[src/rtl/word_unshift_iter.sv]
// rtl/word_unshift_iter.sv - iterative one-bit-per-clock word rotate/shift (unmix) engine
//
// Purpose:
//   Undoes a rotate or logical shift on a mixed word. It moves one bit position
//   per clock, so no barrel shifter is needed. There is one operation in flight
//   at a time, with valid/ready handshakes on both sides.
//
// Ports:
//   clk        rising-edge clock
//   rst        asynchronous, active-high reset
//   in_valid   input word valid
//   in_ready   block can accept an input word (IDLE)
//   in_data    word to transform
//   in_amt     number of bit positions (0..2^AMT_W-1)
//   in_op      00 rotate right, 01 rotate left, 10 logical shift right, 11 shift left
//   out_valid  result valid (DONE)
//   out_ready  consumer accepts result
//   out_data   result word (the working data register itself)
//   busy       high in SHIFT or DONE

module word_unshift_iter #(
  parameter int               WIDTH     = 8,
  parameter int               AMT_W     = 3,
  parameter logic [WIDTH-1:0] RESET_VAL = 8'hFC
) (
  input  logic             clk,
  input  logic             rst,
  input  logic             in_valid,
  output logic             in_ready,
  input  logic [WIDTH-1:0] in_data,
  input  logic [AMT_W-1:0] in_amt,
  input  logic [1:0]       in_op,
  output logic             out_valid,
  input  logic             out_ready,
  output logic [WIDTH-1:0] out_data,
  output logic             busy
);

  typedef enum logic [1:0] {
    IDLE  = 2'd0,
    SHIFT = 2'd1,
    DONE  = 2'd2
  } state_t;

  state_t           state;
  state_t           state_nxt;
  logic [WIDTH-1:0] data_q;
  logic [AMT_W-1:0] cnt_q;
  logic [1:0]       op_q;
  logic [WIDTH-1:0] step_data;

  // State register
  always_ff @(posedge clk or posedge rst) begin
    if (rst) begin
      state <= IDLE;
    end else begin
      state <= state_nxt;
    end
  end

  // Next-state and handshake outputs
  always_comb begin
    state_nxt = state;
    in_ready  = 1'b0;
    out_valid = 1'b0;
    busy      = 1'b1;
    case (state)
      IDLE: begin
        in_ready = 1'b1;
        busy     = 1'b0;
        if (in_valid) begin
          state_nxt = (in_amt == '0) ? DONE : SHIFT;
        end
      end
      SHIFT: begin
        // The step that consumes the last position finishes the operation.
        if (cnt_q == AMT_W'(1)) begin
          state_nxt = DONE;
        end
      end
      DONE: begin
        out_valid = 1'b1;
        if (out_ready) begin
          state_nxt = IDLE;
        end
      end
      default: begin
        state_nxt = IDLE;
      end
    endcase
  end

  // One-position step selected by the captured operation
  always_comb begin
    step_data = data_q;
    case (op_q)
      2'b00:   step_data = {data_q[0], data_q[WIDTH-1:1]};
      2'b01:   step_data = {data_q[WIDTH-2:0], data_q[WIDTH-1]};
      2'b10:   step_data = {1'b0, data_q[WIDTH-1:1]};
      default: step_data = {data_q[WIDTH-2:0], 1'b0};
    endcase
  end

  // Datapath: capture in IDLE, step in SHIFT, hold otherwise.
  always_ff @(posedge clk or posedge rst) begin
    if (rst) begin
      data_q <= RESET_VAL;
      cnt_q  <= '0;
      op_q   <= 2'b00;
    end else begin
      case (state)
        IDLE: begin
          if (in_valid) begin
            data_q <= in_data;
            cnt_q  <= in_amt;
            op_q   <= in_op;
          end
        end
        SHIFT: begin
          data_q <= step_data;
          cnt_q  <= cnt_q - 1'b1;
        end
        default: begin
        end
      endcase
    end
  end

  assign out_data = data_q;

endmodule

[config.mk]
export PLATFORM = sky130hd
export DESIGN_NAME = word_unshift_iter
export DESIGN_NICKNAME = d
export VERILOG_FILES = /design/src/rtl/word_unshift_iter.sv
export SDC_FILE = /design/constraint.sdc
export NUM_CORES = 1
export LEC_CHECK = 0
export ABC_CLOCK_PERIOD_IN_PS = 1400
export CORE_ASPECT_RATIO = 0.8
export CORE_MARGIN = 1.5
export CORE_UTILIZATION = 45
export CTS_BUF_LIST = sky130_fd_sc_hd__clkbuf_4 sky130_fd_sc_hd__clkbuf_8 sky130_fd_sc_hd__clkbuf_16
export CTS_CLUSTER_DIAMETER = 60
export DETAILED_ROUTE_END_ITERATION = 7
export PLACE_DENSITY = 0.8
export SLEW_MARGIN = 40
export SYNTH_ARGS = -nofsm -noshare
export SYNTH_HDL_FRONTEND = slang
export SYNTH_SLANG_ARGS = --single-unit
[constraint.sdc]
create_clock -name clk -period 1.4 [get_ports clk]
set_input_delay 0.28 -clock clk [delete_from_list [all_inputs] [get_ports clk]]
set_output_delay 0.28 -clock clk [all_outputs]
set_load 0.005 [all_outputs]
* Word level (Yosys, flattened, before mapping) *
Cells that the tools add are included.

storage, ports and cells
  flip-flop bits (word level) = 15
  word-level logic and storage cells = 33

operators by class
  eq/ne operators = 8
  $add $sub $neg = 1
  reduce and logical (&&, ||, !) cells = 7
  mux-type cells = 13

operators with widths
  operator               number
  $pmux W8 S3            1
  $pmux W8 S2            1
  $mux W2                4
  $mux W8                1
  $ne A2 B2 Y1 const B   3
  $pmux W2 S3            1
  $pmux W3 S2            1
  $eq A2 B1 Y1 const B   2
  $eq A2 B2 Y1 const B   2
  $logic_not A2 Y1       2
  $reduce_and A2 Y1      2
  $eq A3 B1 Y1 const B   1
  $logic_not A3 Y1       1
  $mux W1                3
  $mux W3                1
  $reduce_and A3 Y1      1
  $sub A3 B1 Y3 const B  1
  $reduce_bool A2 Y1     1

* Depth between registers and ports, before layout *
Gate-level depths: netlist of run 1.

  depth after elaboration = 4
  depth in mapped cells = 5

* Least setup slack after synthesis of run 1 *
Ideal clock, no wire load.

  kind = register -> output
  from = register state[0]
  to = output in_ready
  buffers on the path = 2
  cell stages (with the launch flop) = 5
  setup slack = 99 ps
  data arrival time = 1,021 ps
  data required time = 1,120 ps
  cells stage by stage = dfrtp_1 > clkbuf_2 > buf_2 > or2_2 > inv_1

between the ends
  word-level cells in the longest chain between the ends = 2

RTL lines
  item                    line  RTL
  start, declared         45    state_t state;
  start signal, assigned  57    state <= state_nxt;
  $logic_not A2 Y1        67    case (state)
  $mux W1                 67
  end, declared           29    output logic in_ready,

No other way between the ends.

* Final worst setup path of run 1 *
  from = register state[0]
  to = register op_q[0]

between the ends
  word-level cells in the longest chain between the ends = 2

RTL lines
  item                         line  RTL
  $logic_not A2 Y1             111   case (state)
  $reduce_and A2 Y1 (no line)  --
  end signal, assigned         116   op_q <= in_op;
  end, declared                49    logic [1:0] op_q;

No other way between the ends.
A chain may end at the register's enable or synchronous reset.

==> results of run 1 <==
==> per-layer routing <==
layer,routed length [um],GRT usage,vias to the layer above
li1,-,-,414
met1,1110,0.338,421
met2,1230,0.403,26
met3,96,0.0536,0
met4,0,0.0308,0
met5,0,0,-
==> layout by cell type (no fill, tap or decap) <==
cell type,instances
clkdlybuf4s50_1,16
buf_4,16
nor2_1,9
dfrtp_1,8
dlygate4sd2_1,8
mux2i_1,6
a221o_1,6
a21oi_1,6
inv_1,6
dfstp_2,6
buf_6,5
nand2_1,4
nor3b_1,4
clkbuf_4,4
nand2b_1,3
o22a_1,3
buf_2,3
o211ai_1,2
nor2b_1,2
ha_1,2
nor3b_4,1
o21bai_1,1
nand2b_4,1
nor3_1,1
nor2b_4,1
mux2_4,1
o21ai_1,1
or2_4,1
inv_2,1
nor2_2,1
a311o_1,1
o221a_2,1
a31oi_1,1
a32oi_1,1
clkbuf_16,1
dfrtp_2,1
buf_12,1
==> worst max-delay path: cells and delay by family, from the launching register on <==
| family | cells | cell delay [ns] |
|---|---|---|
| flops | 1 | 0.40 |
| buf+inv | 2 | 0.27 |
| simple gates | 1 | 0.25 |
| mux | 1 | 0.33 |
==> where the power goes <==
| group | total, W | switching (W) | internal, W |
|---|---|---|---|
| Clock | 0.000267 | 0.000137 | 0.000130 |
| Combinational | 0.00190 | 0.000797 | 0.00111 |
| Sequential | 0.000888 | 0.000184 | 0.000705 |
| Total | 0.00306 | 0.00112 | 0.00194 |
==> per-stage QoR <==
stage | setup slack [ns] | hold WS [ns]
floorplan | 0.0993 | 0.177
global placement | -0.145 | 0.494
detailed placement | -0.129 | 0.515
CTS | -0.0984 | 0.301
global route | -0.0227 | 0.335
finish | 0.0349 | 0.297
==> cells by family (layout without fill, tap and decap cells) <==
group	Yosys count	count (layout)	share of synthesized area
AOI/OAI and AO/OA	23	23	0.205
adders and majority gates	2	2	0.0284
buffers and inverters	12	61	0.0683
DFF	15	15	0.435
muxes	7	7	0.0853
and+or+nand+nor	28	28	0.178
==> repair_timing <==
item                       4_1_cts  5_1_grt
setup buffers                   11        1
cloned                           0        1
hold buffers                     0        0
gates resized for setup         30       10
setup endpoints to repair       12       16
pin swaps                        3        2
==> worst min path at each step <==
stage | end | start
floorplan | cnt_q[0]$_DFFE_PP0P_ | rst
global placement | cnt_q[1]$_DFFE_PP0P_ | cnt_q[1]$_DFFE_PP0P_
detailed placement | cnt_q[1]$_DFFE_PP0P_ | cnt_q[1]$_DFFE_PP0P_
CTS | op_q[0]$_DFFE_PP0P_ | rst
global route | state[0]$_DFFE_PP0P_ | rst
finish | state[0]$_DFFE_PP0P_ | rst
==> cell type report <==
type,count,share of cell area
clock buffers,4,0.0215
well taps,24,0.0215
flip-flops and latches,15,0.276
multi-input cells,60,0.328
inverters,7,0.0189
repair buffers,50,0.335
==> registers in the layout, indices dropped and copies added (netlist names) <==
register and count:
out_data 8, cnt_q 3, op_q 2, state 2
==> run metrics, run 1 <==
outcome completed; Syn Area/Cell 10.1 um2; initial antenna violation count 0; Mapped Nets about 110; routability cong. 0.767; final net count 156; Post-Place Cells approximately 150; DR vias 861; grt total ovfl 0; CP Capture Point op_q[0]$_DFFE_PP0P_; Routed Antenna Nets 0; flop-to-flop setup slack 0.03 ns; Final Core Density 0.751; Sink Count 15; worst reg2reg path depth 4; register area 384 um2; Non-Filler Instances 160; Layout Skew 0.00178 ns; Seq cells post-synth 15; worst rel slew slack 0.810; EDFF count, synth 0; clock-pin slew on the worst setup and hold paths 0.09 ns; Worst setup startpoint state[0]$_DFFE_PP0P_; Reg-to-Reg Start state[0]$_DFFE_PP0P_; post-DP HPWL 1640 um; die width 52.4 um; RSZ-0062 raised after global routing true; cts bufs inserted 3; leading area contributor after synthesis dfrtp_1; most frequent cell after synthesis nor2_1; fillers 130; Critical Path Sink Type register; via count of the first global-routing pass 892; final period utilization 0.975; CP max stage delay 0.40 ns; Remaining DRCs 0; worst-margin pin slew 0.285 ns; Placed Area about 1200 um2; first-pass GRT wire length 4060 um; Initial Util 0.474; Fmax achieved 0.733 GHz; CP Max Fanout 6; Worst EP arrival between 1.5 and 2 ns; Post-synth top flop dfrtp_1; yosys synthesis warning count 0; drt via density 5.38; I/O Buffers 27; maximum vdd ir drop around 1.4 mV; Core Area 1860 um2; top cell type's share of synthesized area 0.256; Ports 28; largest net degree at the start of global routing 16; H-tree Lvls 1; final period demand of the worst path 1.37 ns; maxcap violations 0; WL/cell 15.2 um; CTS root buffer clkbuf_4; Final Cell Area between 1000 and 1500 um2; die height 42.5 um; PwrDens 2200 nW/um2; synth-to-layout area growth 58.5%; diode count 0; worst path cell trace buf_6 > buf_12 > nor3b_4 > mux2_4; sequential element share of the synthesized area 0.435; Post-Syn Instances 87; final hold violations 0; Yosys cell types 28; ys async rst share 1.00; site row count 14; P_leak approximately 0.64 nW; router iterations before antenna repair 4; Critical Path RT 1.57 ns; Netlist Area Pre-Place just under 900 um2; r2r endpoint op_q[0]$_DFFE_PP0P_; Total Routing Usage GR 0.245; synth cell count leaders nor2_1 (10), dfrtp_1 (9), inv_1 (7); count of final setup violators 0; Final Max Slew Viols 0; share of cells above drive strength 1 0.331; Crit Path Class reg2reg; Synth area leaders dfrtp_1 (26%), dfstp_2 (18%), a221o_1 (6.8%); slowest cell on the critical path dfrtp_1; TNS Setup 0 ns; Startpoint Class register; Total Wirelength 2440 um; die area around 2200 um2; initial DRC count 29; area of the multi-input gates 457 um2; Clock Tree Buf Depth 2; Pwr Total 0.00306 W; Hold Crit Class in2async; worst-skew pair later-pin latency 0.28 ns; TritonCTS clock tree built
Power figures use the tool's default switching activity.
==> run 2: changes to the inputs <==
--- a/config.mk
+++ b/config.mk
@@ -13,6 +13,7 @@
 export CTS_CLUSTER_DIAMETER = 60
 export DETAILED_ROUTE_END_ITERATION = 7
 export PLACE_DENSITY = 0.8
+export REMOVE_ABC_BUFFERS = 1
 export SLEW_MARGIN = 40
 export SYNTH_ARGS = -nofsm -noshare
 export SYNTH_HDL_FRONTEND = slang
==> run 2 against run 1 <==
The run now ends with setup timing left. Combinational power up 5%. Total power up 3.0%. Sequential power up 1%. Clock power down 4%. Die area unchanged. Cell area up 1.8%. Global-route usage up 2.9 points. Routed wire length up 18%. Clock skew up 0.0024 ns. Via count up 6.4%. Critical endpoint is now in_ready.
==> run metrics, run 2 (synthesis gave the netlist of run 1 again) <==
CTS Hold Bufs 0; Remaining DRCs 0; Worst EP arrival approximately 1.2 ns; WHS 0.285 ns; post-DP HPWL 1850 um; CP max stage delay 0.41 ns; synth-to-layout area growth 61.3%; Critical Path Sink Type output pin; commonest cells after routing, fill and taps aside buf_4 (20), clkdlybuf4s50_1 (16), nor2_1 (10); worst rel slew slack 0.759; first-pass GRT wire length around 4300 um; Routed Antenna Nets 0; Crit Path Class reg2out; worst-margin pin slew between 0.3 and 0.4 ns; TritonCTS clock tree built; initial DRC count 35; Startpoint Class register; P_leak 0.653 nW; DP Worst Slack -0.186 ns; uppermost routed layer met4; TNS Setup -0.177 ns; final net count 159; metal2 WL 1420 um; die width about 52 um; maxcap violations 0; Final Cell Area 1420 um2; H-tree Lvls 1; Total Routing Usage GR 0.274; count of final setup violators 4; Final Max Slew Viols 0; grt total ovfl 0; Initial Util 0.474; initial antenna violation count 0; Core Area 1860 um2; Critical Path RT between 1 and 1.5 ns; largest net degree at the start of global routing 16; cts bufs inserted 3; CP Max Fanout 3; router iterations before antenna repair 4; slowest cell on the critical path dfrtp_1; die area 2230 um2; metal3 WL 185 um; share of cells above drive strength 1 0.367; final period demand of the worst path 1.49 ns; final setup margin -0.0945 ns; failing checks setup timing; clock-pin slew on the worst setup and hold paths around 0.090 ns; commonest non-fill, non-tap cell in the layout buf_4; Critical Path Stages 4; PwrDens 2220 nW/um2; Hold Crit Class in2async; final hold violations 0; drt via density 5.62; RSZ-0062 raised after global routing true; Worst setup startpoint state[1]$_DFFE_PP0P_; CP Capture Point in_ready; diode count 0; Post-Route M1 WL approximately 1100 um; worst-skew pair later-pin latency between 0.2 and 0.3 ns; worst reg2reg path depth 4; final period utilization 1.07; outcome finished, violations left; maximum vdd ir drop ~1.3 mV; via count of the first global-routing pass 941; Ports 28; die height around 43 um; fillers 129; Top delay family on crit path flip-flops; max reg flops 8; Sink Count 15; flop-to-flop setup slack 0 ns; site row count 14; Fmax achieved 0.669 GHz; Layout Skew 0.00418 ns; Final Core Density 0.764; Total Wirelength 2880 um; routability cong. just under 0.8; Placed Area 1240 um2; Reg-to-Reg Start state[0]$_DFFE_PP0P_; I/O Buffers 27; WL/cell 17.6 um; r2r endpoint op_q[0]$_DFFE_PP0P_; worst path cell trace buf_6 > or2_4 > inv_2 > buf_2; Clock Tree Buf Depth 2; DR vias 916; crit path buf inv count 3; CTS root buffer clkbuf_4
[run 2: cell types whose count changed in the layout (fill, tap and decap cells not counted), sizes merged]
cell,before,now
clkbuf,5,3
clkinv,0,1
buf,25,29
[run 2: power by group]
part / internal [W] / switching, W
Clock: 0.000106 / 0.000149
Sequential: 0.000705 / 0.000193
Combinational: 0.00113 / 0.000869
Total: 0.00194 / 0.00121
[run 2: how the worst min path moves through the flow]
stage                                     from  cells after the start              endpoint
final                                      rst                      3  cnt_q[0]$_DFFE_PP0P_
after global routing                       rst                      3  cnt_q[0]$_DFFE_PP0P_
after floorplan                            rst                      1  cnt_q[0]$_DFFE_PP0P_
after CTS                                  rst                      3  state[1]$_DFFE_PP0P_
after detailed placement  cnt_q[1]$_DFFE_PP0P_                      1  cnt_q[1]$_DFFE_PP0P_
after global placement    cnt_q[1]$_DFFE_PP0P_                      1  cnt_q[1]$_DFFE_PP0P_
[run 2: through the flow]
| stage | total power [W] | cells |
|---|---|---|
| 2_1_floorplan | 0.00173 | 82 |
| 4_1_cts | 0.00298 | 160 |
| 5_1_grt | 0.00334 | 163 |
| 3_3_place_gp | 0.00242 | 146 |
| 6_report | 0.00315 | 163 |
| 3_5_place_dp | 0.00250 | 146 |
[run 2: worst min-delay path: stages]
cell and delay, ns:
clkdlybuf4s50_1 0.39, inv_1 0.05, buf_4 0.22
[run 2: final cells by class]
type | instances | area (um2) | area share
Clock inverter | 1 | 5.00 | 0.00353
Tap cell | 24 | 30.0 | 0.0212
Sequential cell | 15 | 384 | 0.271
Timing Repair Buffer | 53 | 473 | 0.333
Multi-Input combinational cell | 60 | 478 | 0.337
Inverter | 7 | 26.3 | 0.0185
Clock buffer | 3 | 22.5 | 0.0159
[run 2: what timing repair did]
item                                    4_1_cts  5_1_grt
pin swaps                                     1        5
setup buffers                                10        2
gates resized for setup                      28       13
cloned                                        0        1
endpoints found under the setup margin       11       15
[run 2: routing by layer]
| layer | GRT usage | vias to the layer above |
|---|---|---|
| li1 | - | 417 |
| met1 | 0.311 | 423 |
| met2 | 0.453 | 62 |
| met3 | 0.0571 | 14 |
| met4 | 0.185 | 0 |
| met5 | 0 | - |
